==> src/rtl/pipe_stall_ctrl.sv <==
// Stall/flush controller for the five-stage pipeline: operand-timing hazards,
// multiply/divide busy tracking and a saturating stalled-cycle counter.
module pipe_stall_ctrl #(
  parameter int MULT_CYC = 5,
  parameter int DIV_CYC  = 10
) (
  input  logic        clk,
  input  logic        reset,
  input  logic [4:0]  d_rs,
  input  logic [4:0]  d_rt,
  input  logic [1:0]  d_tuse_rs,
  input  logic [1:0]  d_tuse_rt,
  input  logic        d_md,
  input  logic [4:0]  e_wa,
  input  logic [1:0]  e_tnew,
  input  logic [4:0]  m_wa,
  input  logic [1:0]  m_tnew,
  input  logic        e_start,
  input  logic        e_md_op,
  output logic        stall,
  output logic        pc_we,
  output logic        d_we,
  output logic        e_flush,
  output logic        md_busy,
  output logic [31:0] stall_cnt
);

  localparam logic [3:0] MULT_LD = 4'(MULT_CYC);
  localparam logic [3:0] DIV_LD  = 4'(DIV_CYC);

  typedef enum logic {IDLE, BUSY} state_t;

  state_t      state;
  logic [3:0]  cnt_reg;
  logic [3:0]  cnt_next;
  logic [31:0] stall_cnt_reg;
  logic [31:0] stall_cnt_next;

  logic [1:0][4:0] src;
  logic [1:0][1:0] tuse;
  logic [1:0]      data_hz;
  logic            md_hz;

  assign src  = {d_rt, d_rs};
  assign tuse = {d_tuse_rt, d_tuse_rs};

  // One hazard detector per source operand; tuse = 3 can never lose the strict compare.
  genvar gi;
  generate
    for (gi = 0; gi < 2; gi++) begin : g_src
      assign data_hz[gi] = (src[gi] != 5'd0) &&
                           (((src[gi] == e_wa) && (e_tnew > tuse[gi])) ||
                            ((src[gi] == m_wa) && (m_tnew > tuse[gi])));
    end
  endgenerate

  assign md_busy = (cnt_reg != 4'd0);
  assign md_hz   = d_md && (e_start || md_busy);

  // Forced low in reset so downstream registers load their own reset values.
  assign stall   = !reset && (|data_hz || md_hz);
  assign pc_we   = ~stall;
  assign d_we    = ~stall;
  assign e_flush = stall;

  assign state     = md_busy ? BUSY : IDLE;
  assign stall_cnt = stall_cnt_reg;

  always_comb begin
    cnt_next = cnt_reg;
    case (state)
      IDLE: begin
        if (e_start) cnt_next = e_md_op ? DIV_LD : MULT_LD;
      end
      BUSY: begin
        // A start while busy is illegal (the pipeline is stalled) and is ignored.
        cnt_next = cnt_reg - 4'd1;
      end
      default: cnt_next = 4'd0;
    endcase
  end

  always_comb begin
    stall_cnt_next = stall_cnt_reg;
    if (stall && (stall_cnt_reg != 32'hFFFF_FFFF)) stall_cnt_next = stall_cnt_reg + 32'd1;
  end

  always_ff @(posedge clk) begin
    if (reset) begin
      cnt_reg       <= 4'd0;
      stall_cnt_reg <= 32'd0;
    end else begin
      cnt_reg       <= cnt_next;
      stall_cnt_reg <= stall_cnt_next;
    end
  end

endmodule

==> config.mk <==
export PLATFORM = sky130hd
export DESIGN_NAME = pipe_stall_ctrl
export DESIGN_NICKNAME = d
export VERILOG_FILES = /design/src/rtl/pipe_stall_ctrl.sv
export SDC_FILE = /design/constraint.sdc
export NUM_CORES = 1
export LEC_CHECK = 0
export BUFFER_PORTS_ARGS = -buffer_cell sky130_fd_sc_hd__clkbuf_2
export CORE_ASPECT_RATIO = 1.1
export CORE_MARGIN = 2
export CORE_UTILIZATION = 38
export DETAILED_ROUTE_END_ITERATION = 7
export PLACE_DENSITY = 0.64
export SYNTH_ARGS = -nofsm -noshare
export SYNTH_HDL_FRONTEND = slang
export SYNTH_SLANG_ARGS = --single-unit
==> constraint.sdc <==
create_clock -name clk -period 2.4 [get_ports clk]
set_clock_uncertainty 0.05 [all_clocks]
set_input_delay 0.24 -clock clk [delete_from_list [all_inputs] [get_ports clk]]
set_output_delay 0.24 -clock clk [all_outputs]
set_load 0.05 [all_outputs]
==> flow_metrics.py <==
metrics = {
    "status": {
        "status": "complete, no violations",
    },
    "route": {
        "viasPerCell": 5.25,
        "dr_total_vias": 2359,
        "ant_nets": 0,
        "wire_per_inst_um": 12.9,
        "drcViolationCount": 0,
        "drtIter0Drc": 106,
        "dr.pass1.iters": 4,
        "wl_um": 5780,
    },
    "sta": {
        "setup_violations": 0,
        "period_needed_ps": 2300,
        "tightest_slew_ps": 460,
        "fmax_ghz": 0.435,
        "whs_ps": 241,
        "finalCritPeriodShare_pct": 95.9,
        "hold_viol_final": 0,
        "report.final.slew_viol_count": 0,
        "tns_ps": 0,
        "max-slew-margin-rel_pct": 69.4,
        "rsz0062_at_grt": "no",
    },
    "critical_path": {
        "endpoint_kind": "output port",
        "critPathMaxStageDelay_ps": 270,
        "cp-start-kind": "input pin",
        "crit_path_cell_trace": "clkbuf_4 -> inv_12 -> ha_4 -> nor2b_1 -> o21ai_1 -> a2111oi_2 -> o22ai_1 -> and3_4 -> or2_4 -> clkinvlp_4 -> buf_4",
        "crit_family": "simple AND/OR/NAND/NOR gates",
        "cp_slowest_cell": "or2_4",
        "path_buf_inv": 4,
        "critical_path.max_fanout": 3,
        "cp_data_arrival_time_ps": 2010,
        "critPathRequiredTime_ps": 2110,
        "crit_type": "in -> out",
    },
    "yosys": {
        "ys_seq_area_share_pct": 30.1,
        "synth_flop_cell": "dfxtp_1",
        "syn-cell-area_um2": 2400,
        "yosysWarnings": 0,
        "ys_ff_latch": 36,
        "synth.distinct_cells": 41,
        "syn_avg_cell_area_um2": 8.23,
        "synth_edf_count": 0,
        "synthArstFlopShare_pct": 0,
        "syn_nets": 335,
        "netlist_instances": 291,
    },
    "die": {
        "num_io_pins": 70,
        "coreArea_um2": 6120,
        "die_area_um2": 6960,
        "placementRows": 30,
        "initial_core_util_pct": 39.2,
        "die_h_um": 87.3,
        "die_w_um": 79.7,
    },
    "power": {
        "clock_power_share_pct": 25.4,
        "pwr-share-comb_pct": 36.0,
        "p_sw_w": 0.000640,
        "peakVddDrop_mv": 0.618,
        "p_per_area_nw_per_um2": 582,
        "p_seq_share_pct": 38.6,
        "p_leak_nw": 1.20,
        "p_int_w": 0.00112,
        "swShare_pct": 36.4,
    },
    "clocking": {
        "cts_buffers": 5,
        "clock-sinks": 36,
        "cts_tree": "done",
        "ctsLongestPathBuffers": 2,
        "path_clk_slew_ps": 70,
        "clk-insertion-delay-late_ps": 290,
        "cts-root-buf": "clkbuf_8",
        "htree_num_levels": 2,
    },
    "min_path": {
        "hold_path_class": "in -> reg",
    },
    "final_layout": {
        "n_fill_cell": 596,
        "fin_nets": 412,
        "final_cell_mix": "clkbuf_2 (66), a21oi_1 (31), dfxtp_1 (30)",
        "largest_reg_flops": 32,
        "multi_input_comb_area_um2": 1540,
        "area_delta_synth_final_pct": 26.0,
        "final_common_cell": "clkbuf_2",
        "final_core_utilization_pct": 49.3,
        "final_area_um2": 3020,
        "antenna_cells": 0,
        "final_layout_size_suffix_gt1_share_pct": 33.1,
        "ff_latch_area_um2": 728,
    },
    "global_route": {
        "grt_start_max_net_pins": 45,
        "grt_usage_pct": 17.1,
        "first_global_vias": 2141,
        "gr-total-overflow": 0,
        "antenna_found_initial": 0,
        "grt_pass1_wl_um": 9550,
    },
    "placement": {
        "place_area_um2": 2900,
        "numPortBuffers": 69,
        "dp_hpwl_um": 4490,
        "gp_congestion": 0.777,
    },
    "run": {
        "maxCapViolCount": 0,
    },
}
## cell families after synthesis
| logic type | share of synthesized area, % |
|---|---|
| XOR/XNOR | 7.68 |
| flip-flops | 30.1 |
| AO/OA/AOI/OAI | 15.8 |
| multiplexers | 3.76 |
| AND/OR/NAND/NOR | 29.3 |
| buffers and inverters | 7.68 |
| adder cells (fa/ha/maj) | 5.74 |
## per-stage QoR
step	cells	setup WS (ps)	total power, W
3_3_place_gp	439	-39.9	0.00130
6_report	449	98.9	0.00176
3_5_place_dp	439	-109	0.00131
4_1_cts	449	51.9	0.00177
2_1_floorplan	291	-219	0.00118
5_1_grt	449	6.62	0.00187
## cells in the mapped netlist (2+ instances only)
| library cell | n | share of area (%) |
|---|---|---|
| nor2_1 | 20 | 3.1 |
| xor2_1 | 7 | 2.6 |
| buf_4 | 4 | 1.3 |
| o22ai_1 | 2 | 0.52 |
| dfxtp_1 | 36 | 30 |
| clkbuf_2 | 2 | 0.42 |
| or4_1 | 14 | 4.4 |
| a21oi_1 | 31 | 6.5 |
| a211oi_1 | 4 | 1.3 |
| buf_2 | 2 | 0.42 |
| and3_1 | 5 | 1.3 |
| and3_4 | 3 | 1.4 |
| inv_1 | 13 | 2.0 |
| or3_1 | 10 | 2.6 |
| ha_1 | 11 | 5.7 |
| nor3_1 | 7 | 1.5 |
| and4_1 | 2 | 0.73 |
| xnor2_1 | 14 | 5.1 |
| nand2_1 | 15 | 2.3 |
| nand3_1 | 12 | 2.5 |
| buf_6 | 5 | 2.3 |
| o21ai_0 | 12 | 2.5 |
| nand4_1 | 12 | 3.1 |
| nor4_1 | 4 | 1.0 |
| nor2b_1 | 10 | 2.6 |
| mux2_2 | 8 | 3.8 |
| o31ai_1 | 12 | 3.8 |
## tightest hold or removal path: cells and delay by family
kind | cells | cell delay (ps)
AND/OR/NAND/NOR | 2 | 160
buffers and inverters | 1 | 130
## final timing paths
kind | from | endpoint | slack, ps | cells after the start
max | d_tuse_rt[1] | e_flush | 100 | 11
min | e_start | cnt_reg[3]$_SDFFE_PP0N_ | 240 | 3
max reg2reg | stall_cnt[23]$_SDFFE_PP0P_ | stall_cnt[9]$_SDFFE_PP0P_ | 160 | 7
min reg2reg | stall_cnt[15]$_SDFFE_PP0P_ | stall_cnt[15]$_SDFFE_PP0P_ | 440 | 2
## power by group through the flow
stage               Clock, W  Combinational, W  Sequential, W
floorplan                  0          0.000464       0.000713
global placement           0          0.000606       0.000692
detailed placement         0          0.000614       0.000693
CTS                 0.000462          0.000634       0.000679
global route        0.000483          0.000698       0.000687
finish              0.000446          0.000633       0.000679
## metal layers
layer / vias to the layer above / GRT usage (%) / routed length (µm)
met1: 1055 / 21.1 / 2610
met4: 0 / 6.27 / 140
li1: 1228 / - / -
met5: - / 0 / 0
met3: 11 / 4.05 / 304
met2: 65 / 29.0 / 2720
## area by class of cell
class | instances | share of cell area (%)
multi-input cells | 226 | 51.1
flip-flops and latches | 36 | 24.1
repair buffers | 86 | 16.3
well taps | 80 | 3.32
clock buffers | 8 | 2.98
inverters | 13 | 2.15
## what timing repair did
action,4_1_cts,5_1_grt
resized for setup,3,6
hold endpoints to repair,0,0
setup endpoints to repair,4,7
pin swaps,1,1
hold buffers,0,0
setup buffers,2,0
Power figures use the tool's default switching activity.
